==> src/rtl/div_seq_pkg.sv <==
// Shared types and helpers for the multi-cycle radix-2 divide sequencer.
package div_seq_pkg;

   localparam int unsigned REG_W    = 32;
   localparam int unsigned DREG_W   = 64;
   localparam logic [5:0]  DIV_ITER = 6'd32;

   typedef enum logic [1:0] {
      DIV_FREE   = 2'b00,
      DIV_BYZERO = 2'b01,
      DIV_ON     = 2'b10,
      DIV_END    = 2'b11
   } div_state_e;

   function automatic logic [REG_W-1:0] neg_if(input logic [REG_W-1:0] v, input logic en);
      return en ? (~v + 1'b1) : v;
   endfunction

endpackage

==> src/rtl/div_seq.sv <==
// Restoring radix-2 divider for DIV/DIVU: one quotient bit per cycle, result held until start drops.
module div_seq
   import div_seq_pkg::*;
(
   input  logic              clk,
   input  logic              rst,
   input  logic              signed_div_i,
   input  logic [REG_W-1:0]  opdata1_i,
   input  logic [REG_W-1:0]  opdata2_i,
   input  logic              start_i,
   input  logic              annul_i,
   output logic [DREG_W-1:0] result_o,
   output logic              ready_o
);

   div_state_e        state_q, state_d;
   logic [64:0]       dividend_q, dividend_d;
   logic [REG_W-1:0]  divisor_q, divisor_d;
   logic [5:0]        cnt_q, cnt_d;
   logic              neg_quot_q, neg_quot_d;
   logic              neg_rem_q, neg_rem_d;
   logic [DREG_W-1:0] result_q, result_d;
   logic              ready_q, ready_d;

   logic [REG_W:0]    diff;
   logic [REG_W-1:0]  quot_fix;
   logic [REG_W-1:0]  rem_fix;

   assign diff     = {1'b0, dividend_q[63:32]} - {1'b0, divisor_q};
   // Sign corrections use flags captured at start, so late operand changes cannot leak in.
   assign quot_fix = neg_if(dividend_q[31:0], neg_quot_q);
   assign rem_fix  = neg_if(dividend_q[64:33], neg_rem_q);

   always_comb begin
      state_d    = state_q;
      dividend_d = dividend_q;
      divisor_d  = divisor_q;
      cnt_d      = cnt_q;
      neg_quot_d = neg_quot_q;
      neg_rem_d  = neg_rem_q;
      result_d   = result_q;
      ready_d    = ready_q;

      unique case (state_q)
         DIV_FREE: begin
            result_d = '0;
            ready_d  = 1'b0;
            if (start_i && !annul_i) begin
               if (opdata2_i == '0) begin
                  state_d = DIV_BYZERO;
               end else begin
                  state_d    = DIV_ON;
                  dividend_d = {32'b0, neg_if(opdata1_i, signed_div_i && opdata1_i[REG_W-1]), 1'b0};
                  divisor_d  = neg_if(opdata2_i, signed_div_i && opdata2_i[REG_W-1]);
                  cnt_d      = '0;
                  neg_quot_d = signed_div_i && (opdata1_i[REG_W-1] ^ opdata2_i[REG_W-1]);
                  neg_rem_d  = signed_div_i && opdata1_i[REG_W-1];
               end
            end
         end

         DIV_BYZERO: begin
            dividend_d = '0;
            result_d   = '0;
            ready_d    = 1'b1;
            state_d    = DIV_END;
         end

         DIV_ON: begin
            if (annul_i) begin
               state_d  = DIV_FREE;
               result_d = '0;
               ready_d  = 1'b0;
            end else if (cnt_q < DIV_ITER) begin
               if (diff[REG_W]) begin
                  dividend_d = {dividend_q[63:0], 1'b0};
               end else begin
                  dividend_d = {diff[REG_W-1:0], dividend_q[31:0], 1'b1};
               end
               cnt_d = cnt_q + 6'd1;
            end else begin
               result_d = {rem_fix, quot_fix};
               ready_d  = 1'b1;
               state_d  = DIV_END;
            end
         end

         DIV_END: begin
            if (!start_i) begin
               state_d  = DIV_FREE;
               result_d = '0;
               ready_d  = 1'b0;
            end
         end

         default: state_d = DIV_FREE;
      endcase
   end

   always_ff @(posedge clk) begin
      if (rst) begin
         state_q    <= DIV_FREE;
         dividend_q <= '0;
         divisor_q  <= '0;
         cnt_q      <= '0;
         neg_quot_q <= 1'b0;
         neg_rem_q  <= 1'b0;
         result_q   <= '0;
         ready_q    <= 1'b0;
      end else begin
         state_q    <= state_d;
         dividend_q <= dividend_d;
         divisor_q  <= divisor_d;
         cnt_q      <= cnt_d;
         neg_quot_q <= neg_quot_d;
         neg_rem_q  <= neg_rem_d;
         result_q   <= result_d;
         ready_q    <= ready_d;
      end
   end

   assign result_o = result_q;
   assign ready_o  = ready_q;

endmodule

==> config.mk <==
export PLATFORM = sky130hd
export DESIGN_NAME = div_seq
export DESIGN_NICKNAME = d
export VERILOG_FILES = /design/src/rtl/div_seq_pkg.sv /design/src/rtl/div_seq.sv
export SDC_FILE = /design/constraint.sdc
export NUM_CORES = 1
export LEC_CHECK = 0
export ABC_CLOCK_PERIOD_IN_PS = 6650
export CAP_MARGIN = 20
export CORE_AREA = 2 2 137 139
export DETAILED_ROUTE_END_ITERATION = 8
export DIE_AREA = 0 0 139 141
export GPL_TIMING_DRIVEN = 0
export PLACE_DENSITY = 0.92
export REMOVE_ABC_BUFFERS = 1
export SYNTH_ARGS = -nofsm -noshare
export SYNTH_HDL_FRONTEND = slang
export SYNTH_SLANG_ARGS = --single-unit
export TNS_END_PERCENT = 1
==> constraint.sdc <==
create_clock -name clk -period 6.65 [get_ports clk]
set_input_delay 1.33 -clock clk [delete_from_list [all_inputs] [get_ports clk]]
set_output_delay 1.33 -clock clk [all_outputs]
set_load 0.01 [all_outputs]
# == Word level (Yosys, flattened, before mapping) ==
# Cells that the tools add are included.
# classes
reduce_logical,15
n_addsub,6
mux,29
magnitude_cmp,1
n_bitwise,6
eq_ne,9
# op_table
cell,n
65-bit 2-to-1 mux,5
65-bit case mux with 3 select lines,1
64-bit 2-to-1 mux,3
64-bit case mux with 3 select lines,1
32-bit by 1-bit adder with 32-bit output (second input constant),4
32-bit 2-to-1 mux,4
32-bit inverter,4
32-bit by 32-bit subtractor with 33-bit output,1
32-bit zero test,1
6-bit 2-to-1 mux,4
6-bit case mux with 2 select lines,1
2-bit 2-to-1 mux,5
2-bit inequality test (second input constant),5
5-bit AND reduction,2
2-bit case mux with 4 select lines,1
6-bit by 1-bit adder with 6-bit output (second input constant),1
6-bit < comparator (second input constant),1
3-bit AND reduction,2
2-bit equality test (second input constant),2
1-bit logical AND,4
1-bit case mux with 4 select lines,1
1-bit 2-to-1 mux,3
3-bit inequality test (second input constant),1
3-bit nonzero test,1
other kinds (8),8
# totals
inputBits,69
ff_bits,172
output_inout_bits,65

# == Logic depth before layout (Yosys ltp) ==
# Gate-level depths: netlist (run 1).
# logic_depth
depth_word,6
depth_mapped,14
depth_no_buf,12

# == Worst setup path before layout (run 1) ==
# OpenSTA, ideal clock, no wires.
# synth_path
path_kind,input port to flip-flop
startpoint,input port opdata2_i[11]
endpoint,register dividend_q[64]
arrival_ns,3.726
required_ns,6.575
cell_stages,10
path_slack_ns,2.849
n_path_buf,2
cell_sequence,or4_1 > or3_1 > nor2_1 > and3_1 > clkbuf_1 > a21oi_1 > nor2_1 > clkbuf_1 > a22oi_1 > o21ai_0
# synth_between
elab_chain_cells,3
# synth_lines
element,line_no,source
"start, declared",div_seq.sv:9,"input logic [REG_W-1:0] opdata2_i,"
32-bit zero test,div_seq.sv:49,if (opdata2_i == '0) begin
2-bit inequality test (no line),-,
5-bit AND reduction (no line),-,
"end signal, assigned",div_seq.sv:112,dividend_q <= dividend_d;
"end, declared",div_seq.sv:17,"logic [64:0] dividend_q, dividend_d;"
# No other way between the ends.
# A chain may end at the register's enable or synchronous reset.

# == Worst setup path in the final report (run 1) ==
# layout_path
startpoint,input port opdata2_i[2]
endpoint,register dividend_q[60]
# Same word-level chain as after synthesis.

==> flow_metrics.py, run 1 <==
metrics = {
    "power_and_ir_drop": {
        "cellPowerDensity_nw_per_um2": 282,
        "p_leak_nw": 4.78,
        "ir_drop_mv": 0.206,
    },
    "worst_setup_path": {
        "cp_data_arrival_time_ps": 5330,
        "start_kind": "input port",
        "ff2ff_setup_slack_ps": 2460,
        "reg2reg_to": "dividend_q[60]",
        "critical_path_class": "in2reg",
        "r2r_start": "dividend_q[32]",
        "worstSetupEndpointType": "register",
        "required_ps": 6950,
        "cp_max_fo": 24,
        "ff2ff_path_depth": 12,
    },
    "worst_hold_path": {
        "worstHoldEndpoint": "result_o[30]",
        "hold_class": "reg2reg",
        "whs_path_depth": 2,
        "holdCritStartpoint": "result_o[30]",
    },
    "sta": {
        "rsz0062_at_grt": "no",
        "worst_slew_pin_slew_ps": 1130,
        "slew_violations": 0,
        "period_minus_slack_ps": 5030,
        "finalSetupViolations": 0,
        "fin_hold_ws_ps": 450,
        "fmax_mhz": 199,
        "period_share_pct": 75.6,
        "finalSetupTns_ps": 0,
        "max-slew-margin-rel_pct": 23.5,
        "hold_viol": 0,
        "fin_skew_ps": 9.77,
    },
    "clock_network": {
        "h-tree-depth": 4,
        "cts_tree": "yes",
        "root_buffer": "clkbuf_16",
        "clk_pin_slew_ps": 80,
        "cts.sinks": 172,
        "clk_latency_ps": 440,
        "ctsResizeCount": 0,
        "cts_buffers": 17,
        "clk_path_buf_depth": 2,
        "cts_hold_buf": 0,
        "post_cts_buffers": 0,
    },
    "die": {
        "std_cell_rows": 50,
        "coreArea_um2": 18300,
        "die_area_um2": 19600,
        "ioPinCount": 134,
        "dieHeight_um": 141,
        "fp.dieW_um": 139,
        "initial_core_util_pct": 58.6,
    },
    "routing": {
        "drt_iter0_markers": 1166,
        "totalWireLength_mm": 29.9,
        "vias": 10600,
        "first_pass_iters": 5,
        "vias_per_cell": 6.23,
        "antenna_left": 0,
        "wire_per_inst_um": 17.5,
        "drc": 0,
    },
    "place": {
        "dp_hpwl_mm": 21.0,
        "portBuffers": 133,
        "routabilityCongestion": 0.953,
    },
    "yosys": {
        "syn_area_um2": 10700,
        "ys_seq_area_share_pct": 32.2,
        "synth_seq_cells": 172,
        "yosysUniqueCellTypes": 61,
        "yosysWarnings": 0,
        "ys.flop_type": "dfxtp_1",
        "synthCells": 1377,
        "avgSynthCellArea_um2": 7.77,
        "synth_async_sr_flop_share_pct": 0,
        "synth_edf_count": 0,
    },
    "global_routing": {
        "grt_usage_pct": 29.8,
        "grt_pass1_vias": 10000,
        "grt_pass1_wl_mm": 48.7,
        "grt_max_degree": 95,
        "grt_antenna_before_repair": 0,
        "overflow": 0,
    },
    "final_layout": {
        "final_nets": 1570,
        "area.growth.synth_to_final_pct": 20.6,
        "finish.utilization_pct": 70.7,
        "num_antenna_cells": 0,
        "drive_above_1_share_pct": 4.35,
    },
    "run": {
        "drv_cap": 0,
    },
    "status": {
        "outcome": "completed",
    },
}
worst max-delay path, stage by stage:
cell and delay, ps:
clkdlybuf4s50_1 500, nor4_1 530, nand4b_1 370, nor2_1 480, and3_1 460, a21o_1 770
nor3b_2 220, buf_6 220, nand2_1 250, o21ai_0 170
cell usage after synthesis (all sizes together), types with 3 or more instances:
cell type / instances / area [um2]
a21oi: 90 / 450
a22o: 9 / 78.8
and2: 7 / 43.8
a211oi: 36 / 270
inv: 56 / 210
xnor2: 87 / 762
clkbuf: 78 / 293
ha: 42 / 526
a311oi: 3 / 26.3
or3: 12 / 80.1
nor3: 23 / 115
buf: 5 / 27.5
o31ai: 31 / 251
a21o: 20 / 150
o2111ai: 3 / 26.3
a32oi: 5 / 43.8
nand2b: 12 / 75.1
nor2: 165 / 627
a31oi: 17 / 106
nor2b: 4 / 25.0
nand4: 8 / 50.1
or4: 17 / 139
dfxtp: 172 / 3440
nand3: 19 / 95.1
nand3b: 4 / 30.0
a22oi: 45 / 338
o41ai: 13 / 114
xor2: 60 / 526
mux2i: 18 / 180
nand2: 128 / 483
nor4: 12 / 75.1
o211ai: 16 / 120
o21ai: 124 / 621
and3: 6 / 37.5
nor3b: 4 / 30.0
a211o: 3 / 26.3
o21bai: 4 / 30.0
layer usage:
layer  track usage (%)  up-vias  wire, um
met3              4.82      103      2060
met5                 0        -         0
met2              52.0      503     14700
li1                  -     5095         -
met1              36.7     4925     12000
met4              12.7        0      1130
flip-flops by register name, indices dropped and copies added, names as in the netlist:
signal / cells
cnt_q: 6
divisor_q: 32
dividend_q: 65
result_o: 64
state_q: 2
neg_rem_q: 1
neg_quot_q: 1
ready_o: 1
stage by stage:
step,setup slack (ps),cell area (um2),total power [mW],cells
floorplan,690,10400,2.15,1294
global placement,-4010,12000,2.48,1661
detailed placement,1380,12200,2.57,1670
CTS,1770,12900,3.58,1702
global route,1380,12900,3.82,1705
finish,1620,12900,3.64,1705
cells in the final DEF, fill, tap and decap left out, drive strengths merged, types with 23 or more instances in the layout:
cell,instances
a22oi,45
o21ai,124
nand2,128
xor2,60
clkdlybuf4s50,132
a211oi,36
xnor2,87
a21oi,90
ha,42
nor3,23
o31ai,31
dfxtp,172
nor2,165
inv,62
worst max-delay path by stage:
stage	from	end	depth (start not counted)
final	opdata2_i[2]	dividend_q[60]	10
after global routing	opdata2_i[2]	dividend_q[63]	11
after CTS	opdata2_i[2]	dividend_q[55]	10
after detailed placement	opdata2_i[2]	dividend_q[55]	10
after global placement	annul_i	result_o[41]	6
after floorplan	annul_i	result_o[10]	5
area by class of cell:
class | count | area [um2]
fill | 1379 | 5360
inverter | 56 | 210
clock buffer | 17 | 425
sequential | 172 | 3440
clock inverter | 15 | 178
multi-input combinational | 1066 | 6790
tap | 234 | 293
timing repair buffer | 145 | 1570
kinds of logic after synthesis:
logic type | synth area share, %
flops | 32.2
mux | 1.79
xor+xnor | 12.0
buf+inv | 4.96
fa+ha+maj | 5.10
compound gates | 25.7
simple gates | 18.3
report_power, final:
part / internal [mW] / switching, mW
clock network: 0.536 / 0.480
logic: 0.524 / 0.808
registers: 1.15 / 0.145
total: 2.21 / 1.43
Power figures use the tool's default switching activity.
==> run 2: changes to the inputs <==
--- a/config.mk
+++ b/config.mk
@@ -5,13 +5,13 @@
 export SDC_FILE = /design/constraint.sdc
 export NUM_CORES = 1
 export LEC_CHECK = 0
-export ABC_CLOCK_PERIOD_IN_PS = 6650
+export ABC_CLOCK_PERIOD_IN_PS = 4400
 export CAP_MARGIN = 20
-export CORE_AREA = 2 2 137 139
+export CORE_AREA = 2 2 148 150
 export DETAILED_ROUTE_END_ITERATION = 8
-export DIE_AREA = 0 0 139 141
+export DIE_AREA = 0 0 150 152
 export GPL_TIMING_DRIVEN = 0
-export PLACE_DENSITY = 0.92
+export PLACE_DENSITY = 0.85
 export REMOVE_ABC_BUFFERS = 1
 export SYNTH_ARGS = -nofsm -noshare
 export SYNTH_HDL_FRONTEND = slang
==> constraint.sdc (replaced) <==
create_clock -name clk -period 4.4 [get_ports clk]
set_input_delay 0.88 -clock clk [delete_from_list [all_inputs] [get_ports clk]]
set_output_delay 0.88 -clock clk [all_outputs]
set_load 0.01 [all_outputs]
==> flow_metrics.py, run 2 (synthesis gave the netlist of run 1 again) <==
metrics = {
    "final_layout": {
        "final_nets": 1574,
        "drive_above_1_share_pct": 4.81,
        "finalNonFillerCells": 1755,
        "top_register": "dividend_q",
        "final_common_cell": "dfxtp_1",
        "num_antenna_cells": 0,
        "final_cell_mix": "dfxtp_1, nor2_1, clkdlybuf4s50_1, nand2_1, o21ai_0",
        "area.growth.synth_to_final_pct": 21.9,
        "largest_reg_flops": 65,
        "post-route-cell-area_um2": 13000,
    },
    "worst_setup_path": {
        "required_ps": 4710,
        "cp_max_fo": 24,
        "critical_path_class": "in2reg",
        "worstSetupEndpointType": "register",
        "crit_path_max_incr_delay_ps": 590,
        "worstPathCellList": "clkdlybuf4s50_1 > or4_1 > or3_1 > nor2_2 > and3_1 > a21o_2 > nor3b_2 > buf_6 > nand2_1 > o21ai_0",
        "start_kind": "input port",
        "critPathSlowestCell": "or4_1",
        "cp_data_arrival_time_ps": 4360,
    },
    "run": {
        "drv_cap": 0,
    },
    "die": {
        "std_cell_rows": 54,
        "fp.dieW_um": 150,
        "die_area_um2": 22800,
        "initial_core_util_pct": 50.1,
        "dieHeight_um": 152,
        "ioPinCount": 134,
        "coreArea_um2": 21400,
    },
    "sta": {
        "finalSetupViolations": 0,
        "fin_skew_ps": 14.8,
        "setup_slack_ps": 346,
        "hold_viol": 0,
        "period_share_pct": 92.1,
        "period_minus_slack_ps": 4050,
        "slew_violations": 0,
        "fmax_mhz": 247,
        "max-slew-margin-rel_pct": 34.2,
        "worst_slew_pin_slew_ps": 988,
        "rsz0062_at_grt": "no",
    },
    "power_and_ir_drop": {
        "ir_drop_mv": 0.266,
        "cellPowerDensity_nw_per_um2": 423,
        "total_power_mw": 5.51,
        "p_leak_nw": 4.81,
    },
    "worst_hold_path": {
        "hold_class": "reg2reg",
    },
    "clock_network": {
        "clk_latency_ps": 440,
        "cts.sinks": 172,
        "root_buffer": "clkbuf_16",
        "clk_pin_slew_ps": 80,
        "cts_hold_buf": 0,
        "cts_buffers": 17,
        "cts_tree": "yes",
        "clk_path_buf_depth": 2,
        "h-tree-depth": 4,
    },
    "routing": {
        "vias": 10400,
        "drt_iter0_markers": 794,
        "wire_per_inst_um": 16.9,
        "totalWireLength_mm": 29.6,
        "antenna_left": 0,
        "drc": 0,
        "vias_per_cell": 5.95,
        "first_pass_iters": 6,
    },
    "place": {
        "dp_cells": 1717,
        "portBuffers": 133,
        "dpl-instance-area_um2": 12300,
        "dp_hpwl_mm": 21.0,
        "place_ws_ps": -521,
        "routabilityCongestion": 0.906,
    },
    "global_routing": {
        "grt_pass1_vias": 9679,
        "grt_antenna_before_repair": 0,
        "overflow": 0,
        "grt_max_degree": 93,
        "grt_pass1_wl_mm": 47.8,
        "grt_usage_pct": 25.5,
    },
    "status": {
        "outcome": "completed",
    },
}
## run 2: path summary, 6_finish.rpt
check / end / slack (ps) / cells past startpoint / startpoint
worst max-delay path: dividend_q[63] / 350 / 10 / opdata2_i[11]
worst max register to register: dividend_q[43] / 750 / 13 / dividend_q[32]
worst min-delay path: result_o[27] / 450 / 2 / result_o[27]
worst min register to register: result_o[27] / 450 / 2 / result_o[27]
## run 2: report_power, final
group	internal (mW)	switching, mW
Sequential	1.74	0.217
Combinational	0.800	1.21
Clock	0.778	0.771
## run 2: metrics by stage
stage	utilization, %	TNS (ps)	hold WS (ps)
final	61.1	0	447
after global routing	61.1	0	471
after CTS	60.6	0	452
after detailed placement	57.7	-6270	441
after global placement	56.5	-525210	434
after floorplan	-	-76190	444
## run 2: metal layers
metal / GRT usage (%) / vias up / wire length (um)
met5: 0 / - / 0
met4: 11.1 / 0 / 1010
met3: 4.11 / 70 / 1910
met2: 42.4 / 414 / 14400
met1: 32.5 / 4850 / 12300
li1: - / 5109 / -
## run 2: repair_timing
action	4_1_cts	5_1_grt
gates cloned	0	0
buffers inserted	0	2
setup endpoints to repair	8	8
resized for setup	1	2
hold endpoints to repair	0	0
## run 2: final cells by class
class | count | area [um2]
clock inverters | 15 | 196
repair buffers | 149 | 1620
inverters | 56 | 210
multi-input cells | 1066 | 6800
well taps | 280 | 350
clock buffers | 17 | 425
flip-flops and latches | 172 | 3440
fillers | 1891 | 8310
## run 2: critical path, delay by kind of cell
family | cells | cell delay, ps
buf+inv | 2 | 680
simple gates | 6 | 2110
compound gates | 2 | 660
==> run 3: changes to the inputs <==
--- a/config.mk
+++ b/config.mk
@@ -6,7 +6,6 @@
 export NUM_CORES = 1
 export LEC_CHECK = 0
 export ABC_CLOCK_PERIOD_IN_PS = 4400
-export CAP_MARGIN = 20
 export CORE_AREA = 2 2 148 150
 export DETAILED_ROUTE_END_ITERATION = 8
 export DIE_AREA = 0 0 150 152
==> flow_metrics.py, run 3 (synthesis gave the netlist of run 1 again) <==
metrics = {
    "final_layout": {
        "post-route-cell-area_um2": 12900,
        "final_cell_mix": "dfxtp_1, nor2_1, clkdlybuf4s50_1, nand2_1, o21ai_0",
        "num_antenna_cells": 0,
        "final_nets": 1568,
        "drive_above_1_share_pct": 4.49,
        "top_register": "dividend_q",
        "finish.utilization_pct": 60.6,
        "finalNonFillerCells": 1749,
        "final_common_cell": "dfxtp_1",
        "area.growth.synth_to_final_pct": 20.9,
        "largest_reg_flops": 65,
    },
    "power_and_ir_drop": {
        "ir_drop_mv": 0.292,
        "p_leak_nw": 4.76,
        "total_power_mw": 5.45,
        "cellPowerDensity_nw_per_um2": 421,
    },
    "worst_setup_path": {
        "crit_path_max_incr_delay_ps": 590,
        "ff2ff_path_depth": 7,
        "cp_max_fo": 24,
        "required_ps": 4710,
        "worstSetupEndpointType": "register",
        "critPathSlowestCell": "or4_1",
        "cp_data_arrival_time_ps": 4330,
        "critical_path_class": "in2reg",
        "worstPathCellList": "clkdlybuf4s50_1 > or4_1 > or3_1 > nor2_2 > and3_1 > a21o_2 > nor3b_2 > buf_6 > nand2_1 > o21ai_0",
        "start_kind": "input port",
    },
    "sta": {
        "rsz0062_at_grt": "no",
        "slew_violations": 0,
        "max-slew-margin-rel_pct": 19.2,
        "setup_slack_ps": 375,
        "fin_hold_ws_ps": 448,
        "fmax_mhz": 248,
        "hold_viol": 0,
        "worst_slew_pin_slew_ps": 1210,
        "finalSetupTns_ps": 0,
        "fin_skew_ps": 12.6,
        "period_minus_slack_ps": 4030,
        "period_share_pct": 91.5,
        "finalSetupViolations": 0,
    },
    "place": {
        "dpl-instance-area_um2": 12300,
        "dp_hpwl_mm": 20.9,
        "dp_cells": 1716,
        "place_ws_ps": -506,
        "portBuffers": 133,
        "routabilityCongestion": 0.906,
    },
    "worst_hold_path": {
        "whs_path_depth": 2,
        "hold_class": "reg2reg",
    },
    "die": {
        "dieHeight_um": 152,
        "fp.dieW_um": 150,
        "coreArea_um2": 21400,
        "ioPinCount": 134,
        "std_cell_rows": 54,
        "die_area_um2": 22800,
        "initial_core_util_pct": 50.1,
    },
    "clock_network": {
        "clk_pin_slew_ps": 80,
        "cts_tree": "yes",
        "cts_hold_buf": 0,
        "cts.sinks": 172,
        "clk_latency_ps": 440,
        "h-tree-depth": 4,
        "cts_buffers": 17,
        "clk_path_buf_depth": 2,
        "root_buffer": "clkbuf_16",
    },
    "global_routing": {
        "grt_pass1_wl_mm": 47.4,
        "grt_antenna_before_repair": 0,
        "overflow": 0,
        "grt_usage_pct": 25.3,
        "grt_max_degree": 93,
        "grt_pass1_vias": 9687,
    },
    "routing": {
        "vias_per_cell": 5.93,
        "totalWireLength_mm": 29.1,
        "vias": 10400,
        "drc": 0,
        "first_pass_iters": 9,
        "wire_per_inst_um": 16.6,
        "antenna_left": 0,
        "drt_iter0_markers": 638,
    },
    "run": {
        "drv_cap": 0,
    },
    "status": {
        "outcome": "completed",
    },
}
## run 3: cell types whose count changed in the layout (fill, tap and decap cells not counted), moves of 2 or more
cell	previous run	this run
clkinvlp_4	0	2
inv_6	3	1
buf_16	6	4
inv_8	2	7
clkinv_4	2	0
clkinv_8	7	4
## run 3: layer usage
metal / global-route usage (%) / routed length [um] / share of wire, % / vias up
li1: - / - / - / 5089
met1: 32.1 / 12400 / 42 / 4859
met2: 42.1 / 14100 / 49 / 361
met3: 5.08 / 1640 / 5.6 / 63
met4: 9.88 / 968 / 3.3 / 0
met5: 0 / 0 / 0 / -
## run 3: worst paths after layout
check                                   start        endpoint  slack (ps)
worst max-delay path            opdata2_i[11]  dividend_q[63]         370
worst min-delay path             result_o[27]    result_o[27]         450
worst max register to register     state_q[0]  dividend_q[63]         500
worst min register to register   result_o[27]    result_o[27]         450
## run 3: final cells by class
class,count,area (um2)
timing repair buffer,143,1530
inverter,56,210
clock buffer,18,439
tap,280,350
multi-input combinational,1066,6800
sequential,172,3440
fill,1855,8410
clock inverter,14,168
## run 3: timing repair
action / 4_1_cts / 5_1_grt
resized for setup: 1 / 2
setup endpoints to repair: 8 / 8
setup buffers: 0 / 1
## run 3: power breakdown
part           leakage, nW  switching [mW]  internal (mW)
clock                0.291           0.760          0.785
combinational         3.07            1.18          0.764
sequential            1.40           0.220           1.74
## run 3: critical path: cells and delay by family
kind	cells	cell delay, ps
AO/OA/AOI/OAI	2	660
AND/OR/NAND/NOR	6	2110
buffers and inverters	2	680
